`src/rtl/reg_file_mp_pkg.sv`:
```
// rtl/reg_file_mp_pkg.sv - default sizes, address type and popcount helper for reg_file_mp
package reg_file_mp_pkg;

  localparam int DATA_W_DEF = 32;
  localparam int ADDR_W_DEF = 5;
  localparam int NUM_RD_DEF = 2;
  localparam int NUM_WR_DEF = 2;

  // popcount operates on a fixed-width vector; callers zero-pad narrower busy vectors
  localparam int POP_MAX_W  = 256;

  typedef logic [ADDR_W_DEF-1:0] reg_addr_t;

  function automatic logic [15:0] popcount(input logic [POP_MAX_W-1:0] vec);
    logic [15:0] cnt;
    cnt = '0;
    for (int i = 0; i < POP_MAX_W; i++) begin
      cnt = cnt + 16'(vec[i]);
    end
    return cnt;
  endfunction

endpackage

```
`src/rtl/reg_file_mp_wsel.sv`:
```
// rtl/reg_file_mp_wsel.sv - write-port priority resolver; highest-index enabled port matching tgt_addr wins
module reg_file_mp_wsel #(
  parameter int DATA_W = 32,
  parameter int ADDR_W = 5,
  parameter int NUM_WR = 2
) (
  input  logic [NUM_WR-1:0]        wr_en,
  input  logic [NUM_WR*ADDR_W-1:0] wr_addr,
  input  logic [NUM_WR*DATA_W-1:0] wr_data,
  input  logic [ADDR_W-1:0]        tgt_addr,
  output logic                     hit,
  output logic [DATA_W-1:0]        data
);

  always_comb begin
    hit  = 1'b0;
    data = '0;
    for (int j = 0; j < NUM_WR; j++) begin
      if (wr_en[j] && (wr_addr[j*ADDR_W +: ADDR_W] == tgt_addr)) begin
        hit  = 1'b1;
        data = wr_data[j*DATA_W +: DATA_W];
      end
    end
  end

endmodule

```
`src/rtl/reg_file_mp.sv`:
```
// rtl/reg_file_mp.sv - multi-port register file with busy-bit scoreboard
// Optional same-cycle write-to-read bypass: REG_FILE_MP_BYPASS_EN
module reg_file_mp
  import reg_file_mp_pkg::*;
#(
  parameter int DATA_W   = DATA_W_DEF,
  parameter int ADDR_W   = ADDR_W_DEF,
  parameter int NUM_RD   = NUM_RD_DEF,
  parameter int NUM_WR   = NUM_WR_DEF,
  parameter int ZERO_REG = 1
) (
  input  logic                     clk_i,
  input  logic                     rst_i,
  input  logic [NUM_RD*ADDR_W-1:0] rd_addr_i,
  output logic [NUM_RD*DATA_W-1:0] rd_data_o,
  output logic [NUM_RD-1:0]        rd_busy_o,
  input  logic [NUM_WR-1:0]        wr_en_i,
  input  logic [NUM_WR*ADDR_W-1:0] wr_addr_i,
  input  logic [NUM_WR*DATA_W-1:0] wr_data_i,
  input  logic                     sb_set_i,
  input  logic [ADDR_W-1:0]        sb_addr_i,
  output logic [(2**ADDR_W)-1:0]   busy_vec_o,
  output logic [ADDR_W:0]          busy_cnt_o
);

  localparam int DEPTH = 2**ADDR_W;

  logic [DATA_W-1:0]             regs [DEPTH];
  logic [DEPTH-1:0]              busy_q;
  logic [DEPTH-1:0]              busy_next;
  logic [POP_MAX_W-1:0]          busy_pad;
  logic [DEPTH-1:0]              wr_hit;
  logic [DEPTH-1:0][DATA_W-1:0]  wr_val;
  logic                          sb_set_ok;

  for (genvar i = 0; i < DEPTH; i++) begin : g_reg
    logic hit_raw;
    reg_file_mp_wsel #(.DATA_W(DATA_W), .ADDR_W(ADDR_W), .NUM_WR(NUM_WR)) u_wsel (
      .wr_en    (wr_en_i),
      .wr_addr  (wr_addr_i),
      .wr_data  (wr_data_i),
      .tgt_addr (ADDR_W'(i)),
      .hit      (hit_raw),
      .data     (wr_val[i])
    );
    // hardwired zero register never accepts a write
    assign wr_hit[i] = (ZERO_REG != 0 && i == 0) ? 1'b0 : hit_raw;
  end

  assign sb_set_ok = sb_set_i && !(ZERO_REG != 0 && sb_addr_i == '0);

  // clears first, then set, so a new producer overrides a retiring one
  always_comb begin
    busy_next = busy_q & ~wr_hit;
    if (sb_set_ok) begin
      busy_next[sb_addr_i] = 1'b1;
    end
    busy_pad = '0;
    busy_pad[DEPTH-1:0] = busy_next;
  end

  always_ff @(posedge clk_i or negedge rst_i) begin
    if (!rst_i) begin
      for (int i = 0; i < DEPTH; i++) begin
        regs[i] <= '0;
      end
      busy_q     <= '0;
      busy_cnt_o <= '0;
    end else begin
      for (int i = 0; i < DEPTH; i++) begin
        if (wr_hit[i]) begin
          regs[i] <= wr_val[i];
        end
      end
      busy_q     <= busy_next;
      busy_cnt_o <= (ADDR_W+1)'(popcount(busy_pad));
    end
  end

  assign busy_vec_o = busy_q;

  for (genvar k = 0; k < NUM_RD; k++) begin : g_rd
    logic [ADDR_W-1:0] addr;
    logic [DATA_W-1:0] data;
    logic              busy;
    assign addr = rd_addr_i[k*ADDR_W +: ADDR_W];
`ifdef REG_FILE_MP_BYPASS_EN
    logic              byp_hit;
    logic [DATA_W-1:0] byp_data;
    reg_file_mp_wsel #(.DATA_W(DATA_W), .ADDR_W(ADDR_W), .NUM_WR(NUM_WR)) u_byp (
      .wr_en    (wr_en_i),
      .wr_addr  (wr_addr_i),
      .wr_data  (wr_data_i),
      .tgt_addr (addr),
      .hit      (byp_hit),
      .data     (byp_data)
    );
`endif
    always_comb begin
      data = regs[addr];
      busy = busy_q[addr];
`ifdef REG_FILE_MP_BYPASS_EN
      if (byp_hit) begin
        data = byp_data;
        busy = sb_set_i && (sb_addr_i == addr);
      end
`endif
      if (ZERO_REG != 0 && addr == '0) begin
        data = '0;
        busy = 1'b0;
      end
    end
    assign rd_data_o[k*DATA_W +: DATA_W] = data;
    assign rd_busy_o[k] = busy;
  end

endmodule

```
`config.mk`:
```
export PLATFORM = sky130hd
export DESIGN_NAME = reg_file_mp
export DESIGN_NICKNAME = d
export VERILOG_FILES = /design/src/rtl/reg_file_mp_pkg.sv /design/src/rtl/reg_file_mp_wsel.sv /design/src/rtl/reg_file_mp.sv
export SDC_FILE = /design/constraint.sdc
export NUM_CORES = 2
export LEC_CHECK = 0
export BUFFER_PORTS_ARGS = -buffer_cell sky130_fd_sc_hd__buf_2
export CORE_AREA = 3 3 384 386
export CTS_CLUSTER_DIAMETER = 150
export CTS_CLUSTER_SIZE = 25
export DETAILED_ROUTE_END_ITERATION = 12
export DIE_AREA = 0 0 387 389
export GPL_ROUTABILITY_DRIVEN = 0
export PLACE_DENSITY = 0.69
export SKIP_LAST_GASP = 1
export SYNTH_ARGS = -nofsm -noshare
export SYNTH_HDL_FRONTEND = slang
export SYNTH_SLANG_ARGS = --single-unit
```
`constraint.sdc`:
```
create_clock -name clk_i -period 9.85 [get_ports clk_i]
set_clock_uncertainty 0.2 [all_clocks]
set_input_delay 2.4625 -clock clk_i [delete_from_list [all_inputs] [get_ports clk_i]]
set_output_delay 2.4625 -clock clk_i [all_outputs]
set_load 0.05 [all_outputs]
```
==> Yosys cells after proc, flatten, opt, wreduce, memory -nomap -nowiden <==
Cells that the tools add are included.
{ "classes": {"div_mod_pow": 0, "muxes": 141, "n_bitwise": 5, "n_eq_ne": 62, "magnitude_cmp": 6, "n_shift": 0, "mul": 0, "addsub": 31, "n_reduce_logical": 68} }
{ "ops": {"columns": ["op", "n"], "rows": [
  ["$mux 32", 69],
  ["$bmux 32 s5", 2],
  ["$eq 5x5->1 const B", 32],
  ["$add 6x1->6", 26],
  ["$eq 5x4->1 const B", 16],
  ["$mux 1", 67],
  ["$logic_and 1x1->1", 64],
  ["$eq 5x3->1 const B", 8],
  ["$and 32x32->32", 1],
  ["$not 32->32", 1],
  ["$or 32x32->32", 1],
  ["$eq 5x2->1 const B", 4],
  ["$lt 5x6->1 const B", 3],
  ["$logic_not 5->1", 3],
  ["$ge 6x6->1 const B", 2],
  ["$not 5->6", 2],
  ["$bmux 1 s5", 2],
  ["$eq 5x1->1 const B", 2],
  ["$add 5x1->6", 1],
  ["$add 4x1->5", 1],
  ["$demux 1 s5", 1],
  ["$ge 5x1->1 const B", 1],
  ["$add 3x1->4", 1],
  ["$add 2x1->3", 1],
  ["2 further kinds", 2]
]} }
{ "totals": {"ram_bits": 0, "input_bits": 94, "latchBits": 0, "elab_cells": 346, "n_memories": 0, "romBits": 0, "regBits": 1030, "out_inout_bits": 104} }

==> Longest topological paths before layout <==
{ "depth": {"depth_word": 39, "mapped_depth": 24, "ltp_nobuf": 21} }

==> Cells and area by module <==
Synthesis repeated with hierarchy kept, for this count alone.
{ "hier_totals": {"cells_unflattened": 6561, "area_unflattened_um2": 82673.0} }
{ "modules_own_cells": {"columns": ["mod", "area_each_um2", "seq_area_each_um2", "instances", "cells_per_inst"], "rows": [
  ["reg_file_mp", 55211.7, 25774.7, 1, 3802],
  ["reg_file_mp_wsel", 885.8, 0.0, 31, 89]
]} }

==> Worst setup path after synthesis <==
OpenSTA, ideal clock, no wires.
{ "synth_path": {"path_type": "input to register", "startpoint": "input port wr_addr_i[5]", "endpoint": "register busy_cnt_o[4]", "t_arrival_ns": 7.754, "path_slack_ns": 1.774, "setup_time_ns": 0.123, "t_required_ns": 9.527, "stages": 24, "path_buffers": 4, "path_cell_list": "buf_2 and2_0 clkbuf_1 and2_1 clkbuf_1 clkbuf_1 o21ai_0 fa_1 fa_1 fa_1 inv_1 fa_1 inv_1 fa_1 inv_1 fa_1 inv_1 ha_1 inv_1 fa_1 inv_1 a21o_1 a21oi_1 xnor2_1"} }
{ "synth_via": {"word_cells_on_any_way": 128, "cone_classes": "add/sub: 31; eq/ne: 31; mux: 32; bitwise: 3; reduce/logical: 31"} }
{ "synth_rtl": {"columns": ["element", "line", "source"], "rows": [
  ["start: declaration", "reg_file_mp.sv:18", "input logic [NUM_WR*ADDR_W-1:0] wr_addr_i,"],
  ["$eq 5x2->1 (*)", "reg_file_mp_wsel.sv:19", "if (wr_en[j] && (wr_addr[j*ADDR_W +: ADDR_W] == tgt_addr)) begin"],
  ["$logic_and 1x1->1 (*)", "reg_file_mp_wsel.sv:19", null],
  ["$mux 1 (*)", "reg_file_mp_wsel.sv:19", null],
  ["$not 32->32 (*)", "reg_file_mp.sv:54", "busy_next = busy_q & ~wr_hit;"],
  ["$and 32x32->32 (*)", "reg_file_mp.sv:54", null],
  ["$or 32x32->32 (no source line)", null, null],
  ["$mux 32 (*)", "reg_file_mp.sv:55", "if (sb_set_ok) begin"],
  ["net busy_next[3]", "reg_file_mp.sv:30", "logic [DEPTH-1:0] busy_next;"],
  ["$add 3x1->4 (*)", "reg_file_mp_pkg.sv:18", "cnt = cnt + 16'(vec[i]);"],
  ["$add 4x1->5 (*)", "reg_file_mp_pkg.sv:18", null],
  ["$add 5x1->6 (*)", "reg_file_mp_pkg.sv:18", null],
  ["$add 6x1->6 (*) (26 in a row)", "reg_file_mp_pkg.sv:18", null],
  ["end signal: assignment", "reg_file_mp.sv:76", "busy_cnt_o <= (ADDR_W+1)'(popcount(busy_pad));"],
  ["end: declaration", "reg_file_mp.sv:23", "output logic [ADDR_W:0] busy_cnt_o"]
]} }
Mark *: on every way through the listed nets, which the timed path passes. The rest lies on a longest branch.
A chain may end at the register's enable or synchronous reset.

==> Worst setup path in the final report <==
{ "layout_path": {"startpoint": "input port rd_addr_i[6]", "endpoint": "output port rd_data_o[49]"} }
{ "layout_via": {"elab_chain_len": 5, "word_cells_on_any_way": 6, "cone_classes": "mux: 4; bitwise: 1; reduce/logical: 1"} }
{ "layout_lines": {"columns": ["element", "line", "source"], "rows": [
  ["start: declaration", "reg_file_mp.sv:14", "input logic [NUM_RD*ADDR_W-1:0] rd_addr_i,"],
  ["$not 5->6 (implied by the code)", "reg_file_mp.sv:100", "data = regs[addr];"],
  ["$bmux 32 s5", "reg_file_mp.sv:100", null],
  ["$mux 32 (implied by the code) (2 in a row)", "reg_file_mp.sv:100", null],
  ["$mux 32 (*)", "reg_file_mp.sv:108", "if (ZERO_REG != 0 && addr == '0) begin"],
  ["end: declaration", "reg_file_mp.sv:15", "output logic [NUM_RD*DATA_W-1:0] rd_data_o,"]
]} }
Every way passes the cells marked *; elsewhere a longest branch is shown, timed or not. The select of a mux whose other input is x is not followed.

==> metrics list <==
* Detailed Route Iter0 Violations: 7038
* Post_cts resized: 0
- Post-DR vias/cell: 6.69
- Sequential cell area: 0.0258 mm2
* Total Die Area: 0.151 mm2
- WL/cell: 30.3 um
* Share of the synthesized area in the top cell type: 39.8%
- The number of cells on the worst reg-to-reg path is 19.
- Timing would allow up to 0.118 GHz.
- At the pin with the least slew margin, the transition time is 1.51 ns.
- Final critical delay including setup and external delays: 8.51 ns
- For this run the aggregate overflow at the end of global routing stands at 0.
* Cell Rows: 139
- In this run the clock root is driven by a sky130_fd_sc_hd__clkbuf_16.
- X dimension of the die: 387 um
- Number of cells on the worst hold path: 2
- The number of antenna violations at the first check in global routing is 26.
- The synthesized netlist devotes 13.4% of its cell area to compound gates.
- Clock net sink count: 1030
- Clock-pin slew was measured on the worst setup and hold paths at 0.10 ns.
- Crit path capture type: primary output
- Including well taps, the total number of placed cells is 7761.
- The area growth from synthesis to layout is 5.08%.
- The checks that failed: capacitance limit, slew limit.
* Leakage power of the design: 32.2 nW
- Total of hold buffers inserted after clock tree synthesis: 0
- Required time reported for the critical path endpoint: 7.19 ns
* CTS Buf Count: 47
* Area share of xor/xnor cells in the synthesized design: 0.0406%
- Summing the areas of all fa, ha and maj instances in the mapped netlist gives 0.878% of the synthesized area.
- Ordered list of cells on the worst path: buf_8 -> nor2b_4 -> buf_4 -> a22o_1 -> a211oi_1 -> o31ai_1 -> buf_2
* Dominant combinational cell family by area after synthesis: multiplexers
- CTS max path bufs: 3
* Share of power burned in registers: 45.7%
- Part of the cycle the worst path needs: 86.4%
* Number of synthesis warnings: 0
- Number of I/O port buffers: 197
- Yosys mapped a number of flops with a built-in enable equal to 0.
* # H-tree levels: 2
* Synthesized Nets: 6400
* Async set-reset flop share out of synthesis: 100%
- Type of the worst setup path: primary input to primary output
* Antenna-violating nets left: 0
* Clock tree from TritonCTS: built
- The count of final hold-check violations was 0.
- Broken down by cell family, the worst path's largest delay share belongs to compound AO/OA/AOI/OAI gates.
- Pins over their slew limit: 2
- Internal cell power: 8.73 mW
* Largest net degree at the start of global routing: 168
- In this run the mean area of a mapped cell was 10.3 um2.
* Number of distinct library cells after synthesis: 49
* Final setup violation count: 0
* Post-CTS setup buffer count: 0
* Ratio of cells with drive above 1 in the final layout: 15.5%
* Switching Share: 36.7%
* Mux contribution to synthesized area: 32.4%
* Latest clock arrival within the worst-skew pair: 0.68 ns
- Before antenna repair, the detailed router went through 7 iterations.
- RSZ-0062 raised after global routing: false
* Worst stage delay on the critical path: 1.24 ns
* Switching power summed over all nets: 5.05 mW
- Power density over the cells: 203 mW/mm2
* Part of the power in combinational logic: 37.2%
* Via count of the first global-routing pass: 50900
* Area of combinational cells with multiple inputs: 0.0362 mm2
* Number of nets in the layout: 6032
- Of all cell types, the one taking the most synthesized area is sky130_fd_sc_hd__dfrtp_1.
- The total area inside the core boundary comes to 0.144 mm2.
- For this block, the via count after detailed routing is 52300.
* Sequential element share of the synthesized area: 39.8%
- Category of the worst setup path launch point: primary input
* First-pass GRT wire length: 347000 um
* GRT Total Usage: 30.6%
* Worst slew slack as a fraction of its limit: -1.54%
* Fraction of power consumed by the clock network: 17.1%
* Worst Hold Class: flop to flop
- Detailed-route DRC error count: 0
- The routed design has 237000 um of wire.
- The worst-case IR drop observed on VDD is 439 uV.
- Cells taking the most area after synthesis: sky130_fd_sc_hd__dfrtp_1 40%, sky130_fd_sc_hd__mux2i_1 17%, sky130_fd_sc_hd__mux4_2 14%, sky130_fd_sc_hd__o21ai_0 4.3%, sky130_fd_sc_hd__a21oi_1 4.0%
- Max-cap violations in this run came to 1.
* Top_reg_cell synth: sky130_fd_sc_hd__dfrtp_1
* Die H: 389 um
* Outcome: finished, violations left
* Final HPWL from detailed placement: 134000 um
- CP Max Fanout: 43
* Post-Synth Simple-Gate Area: 8.51%
- Once the floorplan was initialized, standard cells occupied 45.0% of the core.
- Netlist Area Pre-Place: 0.0647 mm2
- 198 I/O pins were placed.
- For this design, the slowest cell found on the critical path is sky130_fd_sc_hd__o31ai_1.
- Synthesis handed over a netlist of 6275 instances.
- The layout has 13000 filler cells.
* Number of cells on the critical path: 7
- In this run, synthesis produced a sequential element count of 1030.
* Worst path arrival time: 5.85 ns
- Total negative slack: 0 ns
- Layout Cells excl Fill: 7820
- Combined buffer and inverter count along the critical path: 3
[state kept, by name, summed over array words and instances (netlist names)]
| register | cells |
|---|---|
| busy_cnt_o | 6 |
| regs | 992 |
| busy_vec_o | 32 |
[cell families (layout without fill, tap and decap cells)]
| family | count (synthesis) | in the layout |
|---|---|---|
| mux | 1590 | 1590 |
| compound gates | 1487 | 1487 |
| simple gates | 1355 | 1355 |
| flops | 1030 | 1030 |
| buf+inv | 779 | 412 |
| fa+ha+maj | 31 | 31 |
| xor+xnor | 3 | 3 |
| other cells | 0 | 9 |
[final cells by class]
cell class | instances | share of cell area, %
Multi-Input combinational cell | 4466 | 53.3
Inverter | 41 | 0.230
Tap cell | 1903 | 3.50
Antenna cell | 9 | 0.0331
Timing Repair Buffer | 321 | 3.18
Sequential cell | 1030 | 37.9
Clock inverter | 1 | 0.0295
Clock buffer | 49 | 1.80
[path summary, 6_finish.rpt]
path / start / to / slack (ns)
min in group asynchronous: rst_i / regs[710] / 1.60
worst min-delay path: regs[363] / regs[363] / 0.40
worst min register to register: regs[363] / regs[363] / 0.40
max in group asynchronous: rst_i / regs[619] / 6.11
worst max register to register: busy_vec_o[3] / busy_cnt_o[4] / 4.33
worst max-delay path: rd_addr_i[6] / rd_data_o[49] / 1.34
[power by group through the flow]
stage / clock, mW / sequential [mW] / combinational, mW
detailed placement: 0 / 6.32 / 5.05
global route: 2.51 / 6.41 / 5.59
floorplan: 0 / 6.15 / 3.81
global placement: 0 / 6.21 / 4.94
CTS: 2.38 / 6.24 / 5.05
finish: 2.36 / 6.30 / 5.12
[layout by cell type, fill, tap and decap left out, types with 12 or more instances in the layout]
| cell type | Yosys | routed |
|---|---|---|
| sky130_fd_sc_hd__buf_2 | 152 | 188 |
| sky130_fd_sc_hd__o31ai_1 | 64 | 64 |
| sky130_fd_sc_hd__nor2b_1 | 19 | 12 |
| sky130_fd_sc_hd__a32o_1 | 14 | 14 |
| sky130_fd_sc_hd__nor2_4 | 0 | 12 |
| sky130_fd_sc_hd__dfrtp_1 | 1030 | 1030 |
| sky130_fd_sc_hd__nor2_1 | 531 | 519 |
| sky130_fd_sc_hd__o22ai_1 | 65 | 65 |
| sky130_fd_sc_hd__o21ai_0 | 551 | 551 |
| sky130_fd_sc_hd__buf_12 | 0 | 15 |
| sky130_fd_sc_hd__inv_1 | 41 | 39 |
| sky130_fd_sc_hd__a22o_1 | 192 | 192 |
| sky130_fd_sc_hd__fa_1 | 24 | 24 |
| sky130_fd_sc_hd__a211oi_1 | 64 | 64 |
| sky130_fd_sc_hd__clkbuf_16 | 0 | 49 |
| sky130_fd_sc_hd__mux4_2 | 398 | 398 |
| sky130_fd_sc_hd__nand2_1 | 682 | 642 |
| sky130_fd_sc_hd__and3_1 | 66 | 66 |
| sky130_fd_sc_hd__mux2_2 | 68 | 68 |
| sky130_fd_sc_hd__nand2_4 | 0 | 33 |
| sky130_fd_sc_hd__buf_4 | 6 | 113 |
| sky130_fd_sc_hd__a21oi_1 | 516 | 516 |
| sky130_fd_sc_hd__mux2i_1 | 1124 | 1124 |
[stage by stage]
stage	total power, mW	hold WS, ns	setup slack, ns	area, um2	util (%)
5_1_grt	14.5	0.420	1.50	68000	47.3
4_1_cts	13.7	0.393	1.72	67900	47.2
3_5_place_dp	11.4	0.378	1.39	66700	46.4
6_report	13.8	0.404	1.34	68000	47.3
2_1_floorplan	9.95	0.332	1.77	64700	-
3_3_place_gp	11.2	0.358	1.39	66700	46.4
[cells in the mapped netlist (3+ instances only)]
master / instances
sky130_fd_sc_hd__and4b_1: 5
sky130_fd_sc_hd__ha_1: 7
sky130_fd_sc_hd__nand2_1: 682
sky130_fd_sc_hd__buf_1: 51
sky130_fd_sc_hd__o22ai_1: 65
sky130_fd_sc_hd__buf_2: 152
sky130_fd_sc_hd__a32o_1: 14
sky130_fd_sc_hd__clkbuf_1: 529
sky130_fd_sc_hd__nor2b_1: 19
sky130_fd_sc_hd__and2_1: 16
sky130_fd_sc_hd__a21oi_1: 516
sky130_fd_sc_hd__buf_4: 6
sky130_fd_sc_hd__nor3_1: 5
sky130_fd_sc_hd__fa_1: 24
sky130_fd_sc_hd__a32oi_1: 6
sky130_fd_sc_hd__o21ai_1: 4
sky130_fd_sc_hd__mux2_2: 68
sky130_fd_sc_hd__a211oi_1: 64
sky130_fd_sc_hd__a22o_1: 192
sky130_fd_sc_hd__inv_1: 41
sky130_fd_sc_hd__and3_1: 66
sky130_fd_sc_hd__o31ai_1: 64
sky130_fd_sc_hd__nand4bb_1: 3
sky130_fd_sc_hd__o21ai_0: 551
sky130_fd_sc_hd__nand2b_1: 7
sky130_fd_sc_hd__nor2_1: 531
sky130_fd_sc_hd__xnor2_1: 3
sky130_fd_sc_hd__mux2i_1: 1124
sky130_fd_sc_hd__nor4bb_1: 5
sky130_fd_sc_hd__dfrtp_1: 1030
sky130_fd_sc_hd__mux4_2: 398
sky130_fd_sc_hd__o21a_1: 4
[tightest hold or removal path: cells and delay by family, from the launching register on]
kind	cells	cell delay [ns]
AO/OA/AOI/OAI	1	0.12
multiplexers	1	0.07
flip-flops	1	0.38
[layer usage]
metal / wire (um) / up-vias / global-route usage, %
met5: 307 / - / 1.21
met3: 31700 / 837 / 11.0
met4: 12000 / 14 / 14.1
li1: - / 21900 / -
met1: 86900 / 25900 / 38.8
met2: 106000 / 3615 / 46.6
No activity file was read; power rests on OpenSTA's default activity.
